[config.mk]
export PLATFORM = sky130hd
export DESIGN_NAME = pong_game_fsm
export DESIGN_NICKNAME = d
export VERILOG_FILES = /design/src/rtl/pong_game_fsm.sv
export SDC_FILE = /design/constraint.sdc
export NUM_CORES = 1
export LEC_CHECK = 0
export CAP_MARGIN = 20
export CORE_UTILIZATION = 49
export DETAILED_ROUTE_END_ITERATION = 12
export GPL_TIMING_DRIVEN = 0
export PLACE_DENSITY = 0.75
export RECOVER_POWER = 50
export SYNTH_ARGS = -nofsm -noshare
export SYNTH_HDL_FRONTEND = slang
export SYNTH_SLANG_ARGS = --single-unit
[constraint.sdc]
create_clock -name clk -period 2.25 [get_ports clk]
set_clock_uncertainty 0.1 [all_clocks]
set_input_delay 0.45 -clock clk [delete_from_list [all_inputs] [get_ports clk]]
set_output_delay 0.45 -clock clk [all_outputs]
set_load 0.005 [all_outputs]
[src/rtl/pong_game_fsm.sv]
// Match-level Pong controller: keeps the score, sequences idle/serve/play/pause/over
// and times the serve delay on the 1 ms tick.
module pong_game_fsm #(
   parameter int WIN_SCORE   = 5,
   parameter int SERVE_TICKS = 1000
) (
   input  logic       clk,
   input  logic       reset,
   input  logic       tick_1ms,
   input  logic       start_btn,
   input  logic       pause_btn,
   input  logic       p1_win,
   input  logic       p2_win,
   output logic [2:0] state,
   output logic       game_end,
   output logic       ball_move_en,
   output logic [3:0] p1_score,
   output logic [3:0] p2_score,
   output logic [1:0] winner
);

   typedef enum logic [2:0] {
      IDLE     = 3'b000,
      SERVE_P1 = 3'b001,
      SERVE_P2 = 3'b010,
      PLAY     = 3'b011,
      PAUSE    = 3'b111,
      OVER     = 3'b100
   } state_t;

   localparam logic [3:0]  WIN_VAL    = 4'(WIN_SCORE);
   localparam logic [15:0] SERVE_LAST = 16'(SERVE_TICKS - 1);

   state_t      state_q;
   logic        start_prev;
   logic        pause_prev;
   logic [15:0] serve_cnt;
   logic        start_rise;
   logic        pause_rise;
   logic [3:0]  p1_next;
   logic [3:0]  p2_next;

   assign start_rise = start_btn & ~start_prev;
   assign pause_rise = pause_btn & ~pause_prev;
   assign p1_next    = p1_score + 4'd1;
   assign p2_next    = p2_score + 4'd1;

   assign state = state_q;

   // Points are credited only on the edge that leaves PLAY, so a win flag that
   // lingers through the serve can never be counted twice.
   always_ff @(posedge clk) begin
      if (reset) begin
         state_q      <= IDLE;
         start_prev   <= 1'b0;
         pause_prev   <= 1'b0;
         serve_cnt    <= 16'd0;
         p1_score     <= 4'd0;
         p2_score     <= 4'd0;
         winner       <= 2'b00;
         game_end     <= 1'b0;
         ball_move_en <= 1'b0;
      end else begin
         start_prev <= start_btn;
         pause_prev <= pause_btn;
         case (state_q)
            IDLE: begin
               p1_score <= 4'd0;
               p2_score <= 4'd0;
               winner   <= 2'b00;
               if (start_rise) begin
                  state_q      <= PLAY;
                  ball_move_en <= 1'b1;
               end
            end
            PLAY: begin
               if (p1_win) begin
                  p1_score     <= p1_next;
                  serve_cnt    <= 16'd0;
                  ball_move_en <= 1'b0;
                  if (p1_next == WIN_VAL) begin
                     state_q  <= OVER;
                     winner   <= 2'b01;
                     game_end <= 1'b1;
                  end else begin
                     state_q <= SERVE_P1;
                  end
               end else if (p2_win) begin
                  p2_score     <= p2_next;
                  serve_cnt    <= 16'd0;
                  ball_move_en <= 1'b0;
                  if (p2_next == WIN_VAL) begin
                     state_q  <= OVER;
                     winner   <= 2'b10;
                     game_end <= 1'b1;
                  end else begin
                     state_q <= SERVE_P2;
                  end
               end else if (pause_rise) begin
                  state_q      <= PAUSE;
                  ball_move_en <= 1'b0;
               end
            end
            SERVE_P1, SERVE_P2: begin
               if (tick_1ms) begin
                  if (serve_cnt == SERVE_LAST) begin
                     state_q      <= PLAY;
                     ball_move_en <= 1'b1;
                  end else begin
                     serve_cnt <= serve_cnt + 16'd1;
                  end
               end
            end
            PAUSE: begin
               if (pause_rise) begin
                  state_q      <= PLAY;
                  ball_move_en <= 1'b1;
               end
            end
            OVER: begin
               if (start_rise) begin
                  state_q  <= IDLE;
                  p1_score <= 4'd0;
                  p2_score <= 4'd0;
                  winner   <= 2'b00;
                  game_end <= 1'b0;
               end
            end
            default: begin
               state_q      <= IDLE;
               game_end     <= 1'b0;
               ball_move_en <= 1'b0;
            end
         endcase
      end
   end

endmodule

Word-level counts from Yosys, hierarchy flattened. Index checks and enable logic that the tools add are counted.

Add/subtract/negate cells: 3. $mul: 0. Divide/modulo/power cells: 0. $lt $le $gt $ge: 0. Eq/ne operators: 21. Shift-type cells: 0. Muxes and demuxes: 42. Bitwise gates (word level): 6. Reduce and logical (&&, ||, !) cells: 12.

Operators by type and width (number): 2-to-1 mux 16 bit (4); case mux 16 bit (2 select lines) (1); 2-to-1 mux 3 bit (10); case mux 4 bit (3 select lines) (2); != test 2 bit (second input constant) (9); adder 16 x 1 -> 16 bit (second input constant) (1); == test 16 x 10 -> 1 bit (second input constant) (1); 2-to-1 mux 4 bit (4); case mux 3 bit (5 select lines) (1); 2-to-1 mux 1 bit (12); AND reduction 6 bit (2); 2-to-1 mux 2 bit (5); AND reduction 5 bit (2); != test 3 bit (second input constant) (3); adder 4 x 1 -> 4 bit (second input constant) (2); == test 4 x 3 -> 1 bit (second input constant) (2); AND reduction 4 bit (2); == test 3 x 2 -> 1 bit (second input constant) (2); == test 3 bit (second input constant) (2); case mux 2 bit (3 select lines) (1); case mux 1 bit (5 select lines) (1); != test 4 bit (second input constant) (1); NOT 1 bit (4); OR reduction 4 bit (1); other kinds (8) (9).

Bits in registers: 33. Latch bits: 0. Bits in writable memories: 0. Memory bits (read-only): 0. Bits of input ports: 7. Output and inout bits: 15. Logic and storage cells: 93. Memories kept: 0.

Longest topological paths before layout.
Depth after elaboration: 6. Mapped depth: 8. Gate-level depth less buffers: 7.

Worst setup path before layout. Ideal clock, no wire load.

Path kind: reg2reg. Start: reg serve_cnt[3]. End: reg state_q[2], in the netlist state[2]. Setup time: 0.069 ns. Data arrival time: 2.211 ns. Required time: 2.081 ns. Path slack: -0.129 ns. Stages on the path, launching flop included: 7. Buffers on the path: 0. Clock period less this slack: 2.379 ns. Cell sequence: dfxtp_1 or4_1 or4_4 o21ai_4 o211ai_4 or4b_1 o21ai_1.

Longest elaborated chain between the ends: 3.

Ends and longest elaborated chain: from (decl) (line 37) `logic [15:0] serve_cnt;`; from (signal assigned) (line 110) `serve_cnt <= serve_cnt + 16'd1;`; == test 16 x 10 -> 1 bit (line 106) `if (serve_cnt == SERVE_LAST) begin`; != test 2 bit (no source line); AND reduction 6 bit (no source line); to (signal assigned) (line 107) `state_q <= PLAY;`; to (signal assigned) (line 116) `state_q <= PLAY;`; to (signal assigned) (line 122) `state_q <= IDLE;`; to (decl) (line 34) `state_t state_q;`.

No other way between the ends. A chain may end at the register's enable or synchronous reset.

Final worst setup path.
Start: reg serve_cnt[10]. End: reg state_q[2], in the netlist state[2].

Same word-level chain as after synthesis.

==> metrics.csv <==
metric;value;unit
max cap viols;0;
critical register-to-register path endpoint;state[2];
Worst R2R Path Depth;6;
wire length per cell after detailed routing;13.63;um
CP max stage delay;0.57;ns
library cells used by synthesis;45;
proportion of synthesized chip area in sequential cells;0.3705;
initial cell density of the core;0.5220;
initial antenna violation count;0;
total global-route track usage;0.2145;
final critical path time including I/O delays and setup;2.414;ns
FMAX;0.4142;GHz
highest-delay cell along the critical path;or4_4;
Slew HR;0.5188;
GR Layer Usage met2;0.3750;
core outline area;3416;sq um
Non-Filler Cell Area, Final;2277;sq um
first-pass iteration count of the detailed router;4;
reported leakage power;0.8080;nW
slew of the pin with the lowest slew margin;0.7219;ns
Chip Height;62.32;um
endpoint of the worst setup timing path;state[2];
total die area;3884;sq um
largest net degree at the start of global routing;11;
number of setup violations in the final report;19;
TritonCTS clock tree;done;
wire length of the first global-routing pass;6810;um
post-synthesis to final-layout area growth;27.72;%
Period Utilization, post-route;1.073;
horizontal extent of the die;62.32;um
CP Max Fanout;5;
setup slack of the worst register-to-register path;-0.16;ns
cell area power density;788.2;nW/um^2
VDD IR max;518.3;uV
synthesized cell area;1783;sq um
antenna violation net count after detailed routing;0;
# placed instances;288;
Post-DP Area;2047;sq um
WP data required;2.42;ns
# clock sinks;33;
layer with the highest usage after global routing;met2;
H-tree depth reported by CTS;2;
Total Wirelength;4088;um
WS Path Type;register to register;
final-report max-slew violation count;0;
type of element capturing the critical path;register;
clock insertion delay at the later pin of the skew report;0.33;ns
clock buffer count from CTS;5;
failing checks;setup timing;
Longest Clk Path Bufs;2;
Mapped Cells;222;
met1 GRT Util;0.2626;
storage element area;669.4;sq um
worst min-delay path category;register to register;
Final Hold Vio Count;0;
unrepaired setup endpoints after global routing;yes;
CTS Root Buffer Type;clkbuf_4;
Syn Nets;234;
number of port buffers;20;
sum of overflow across all layers after global routing;0;
io pins;22;
area taken by multi-input logic gates;1174;sq um
count of filler cells inserted in the layout;289;
Cell Rows;21;
commonest cells after routing, fill and taps aside;a21oi_1, dfxtp_1, nor2_1, inv_1;
share of cells above drive strength 1;0.1772;
detailed-placement wirelength estimate;2639;um
kind of start point of the critical path;register;
most common library cell in the layout ignoring fill and taps;a21oi_1;
Hold Buf Count CTS;0;
run status;finished, violations left;
number of global-route vias before repair;1573;
critical path cell sequence;or4_1 > or4_4 > o21ai_4 > o211ai_4 > or4b_1 > o21ai_1;
count of unresolved DRC violations after routing;0;
number of design-rule violations left by the first detailed-router iteration;80;
startpoint of the most critical setup path;serve_cnt[10];
average instance area after synthesis;8.031;sq um
Synth Register Bits;33;
final critical-path setup slack;-0.1640;ns
count of antenna diodes in the layout;0;
GPL Wtd Cong;0.7855;
net total in the final layout;265;
data arrival time of the critical path;2.58;ns
startpoint of the lowest-slack register-to-register path;serve_cnt[10];
Global Route met3 Usage;0.03860;
routed via count;1692;
Reg clk slew, reported paths;0.10;ns
Post-Layout Cell Count;300;
vias per cell;5.640;
synthesis warning total;0;
## sequential cells by signal, summed over array words and instances (netlist names)
register,cells
start_prev,1
serve_cnt,16
p2_score,4
pause_prev,1
ball_move_en,1
game_end,1
state,3
p1_score,4
winner,2
## metrics by stage
stage	power (W)	utilization	worst slack (ns)	hold slack [ns]	setup TNS [ns]
after global routing	0.001903	0.6667	-0.2159	0.4122	-2.282
final	0.001795	0.6667	-0.1640	0.3834	-0.9959
after CTS	0.001766	0.6509	-0.1644	0.3843	-1.247
after detailed placement	0.001311	0.5993	-0.4660	0.3696	-7.387
after global placement	0.001297	0.5993	-0.4216	0.3650	-6.570
after floorplan	0.001142	-	-0.09501	0.3526	-0.09501
## how the worst min path moves through the flow
| stage | cells after the start | endpoint | from | slack [ns] |
|---|---|---|---|---|
| after floorplan | 2 | serve_cnt[15] | serve_cnt[15] | 0.35 |
| final | 2 | ball_move_en | ball_move_en | 0.38 |
| after global placement | 2 | serve_cnt[15] | serve_cnt[15] | 0.37 |
| after CTS | 2 | serve_cnt[15] | serve_cnt[15] | 0.38 |
| after detailed placement | 2 | serve_cnt[15] | serve_cnt[15] | 0.37 |
| after global routing | 2 | ball_move_en | ball_move_en | 0.41 |
## timing repair
item	in CTS	in global routing
resized for setup	19	22
setup buffers	4	0
cloned	2	0
pin swaps	7	12
setup endpoints to repair	25	30
## synthesized netlist by cell type
| library cell | number | area, sq um |
|---|---|---|
| nand3_1 | 5 | 25.02 |
| nand2_1 | 14 | 52.55 |
| nand4_1 | 3 | 18.77 |
| or2_1 | 2 | 12.51 |
| a2bb2oi_1 | 1 | 8.760 |
| nor3_1 | 2 | 10.01 |
| o211ai_4 | 1 | 21.27 |
| buf_2 | 2 | 10.01 |
| dfxtp_1 | 33 | 660.6 |
| nand4bb_1 | 1 | 11.26 |
| or4b_1 | 1 | 10.01 |
| clkbuf_1 | 7 | 26.28 |
| nand3b_1 | 3 | 22.52 |
| or3_1 | 9 | 56.30 |
| o21ai_1 | 5 | 25.02 |
| o41ai_1 | 1 | 8.760 |
| a41oi_1 | 1 | 8.760 |
| or2_2 | 1 | 6.260 |
| nand4b_1 | 1 | 8.760 |
| o21a_1 | 3 | 22.52 |
| nor2_1 | 23 | 86.33 |
| or4_1 | 2 | 15.01 |
| a21o_1 | 1 | 7.510 |
| xnor2_1 | 5 | 43.79 |
| a211oi_1 | 3 | 22.52 |
| a21oi_1 | 31 | 155.2 |
| and4_1 | 2 | 17.52 |
| a22oi_1 | 1 | 7.510 |
| nor2b_1 | 5 | 31.28 |
| o21ai_0 | 12 | 60.06 |
| nor3b_1 | 1 | 7.510 |
| nand2b_1 | 2 | 12.51 |
| a31oi_1 | 3 | 18.77 |
| ha_1 | 5 | 62.56 |
| nand3_2 | 1 | 10.01 |
| o21ai_4 | 1 | 16.27 |
| and3_2 | 1 | 7.510 |
| inv_1 | 11 | 41.29 |
| a21bo_1 | 1 | 10.01 |
| a311oi_1 | 2 | 17.52 |
| o21bai_1 | 1 | 7.510 |
| or4_4 | 1 | 11.26 |
| xor2_1 | 3 | 26.28 |
| mux2i_1 | 3 | 30.03 |
| and3_1 | 5 | 31.28 |
## layout make-up
cell class,instances,area share
Buffer,7,0.01703
Timing Repair Buffer,25,0.1088
Sequential cell,33,0.2940
Clock buffer,8,0.02143
Multi-Input combinational cell,170,0.5154
Inverter,11,0.01813
Tap cell,46,0.02527
## worst max-delay path: cells and delay by family (launching register included)
| family | cells | cell delay [ns] |
|---|---|---|
| AO/OA/AOI/OAI | 3 | 0.36 |
| flip-flops | 1 | 0.35 |
| AND/OR/NAND/NOR | 3 | 1.55 |
## power breakdown
group / leakage [nW] / internal, W / switching (W)
logic: 0.511 / 0.000372 / 0.000393
registers: 0.271 / 0.000635 / 0.0000693
clock network: 0.0265 / 0.000125 / 0.000200
## cell families after synthesis
family / after synthesis / synth area share
AND/OR/NAND/NOR: 85 / 0.2603
adder cells (fa/ha/maj): 5 / 0.03509
multiplexers: 3 / 0.01684
flip-flops: 33 / 0.3705
XOR/XNOR: 8 / 0.03930
buffers and inverters: 20 / 0.04351
AO/OA/AOI/OAI: 68 / 0.2344
## per-layer routing
| metal | part of all wire | vias to the layer above |
|---|---|---|
| met4 | 0.0076 | 0 |
| met5 | 0 | - |
| met3 | 0.025 | 4 |
| met1 | 0.46 | 804 |
| met2 | 0.50 | 24 |
| li1 | - | 860 |
Power figures use the tool's default switching activity.
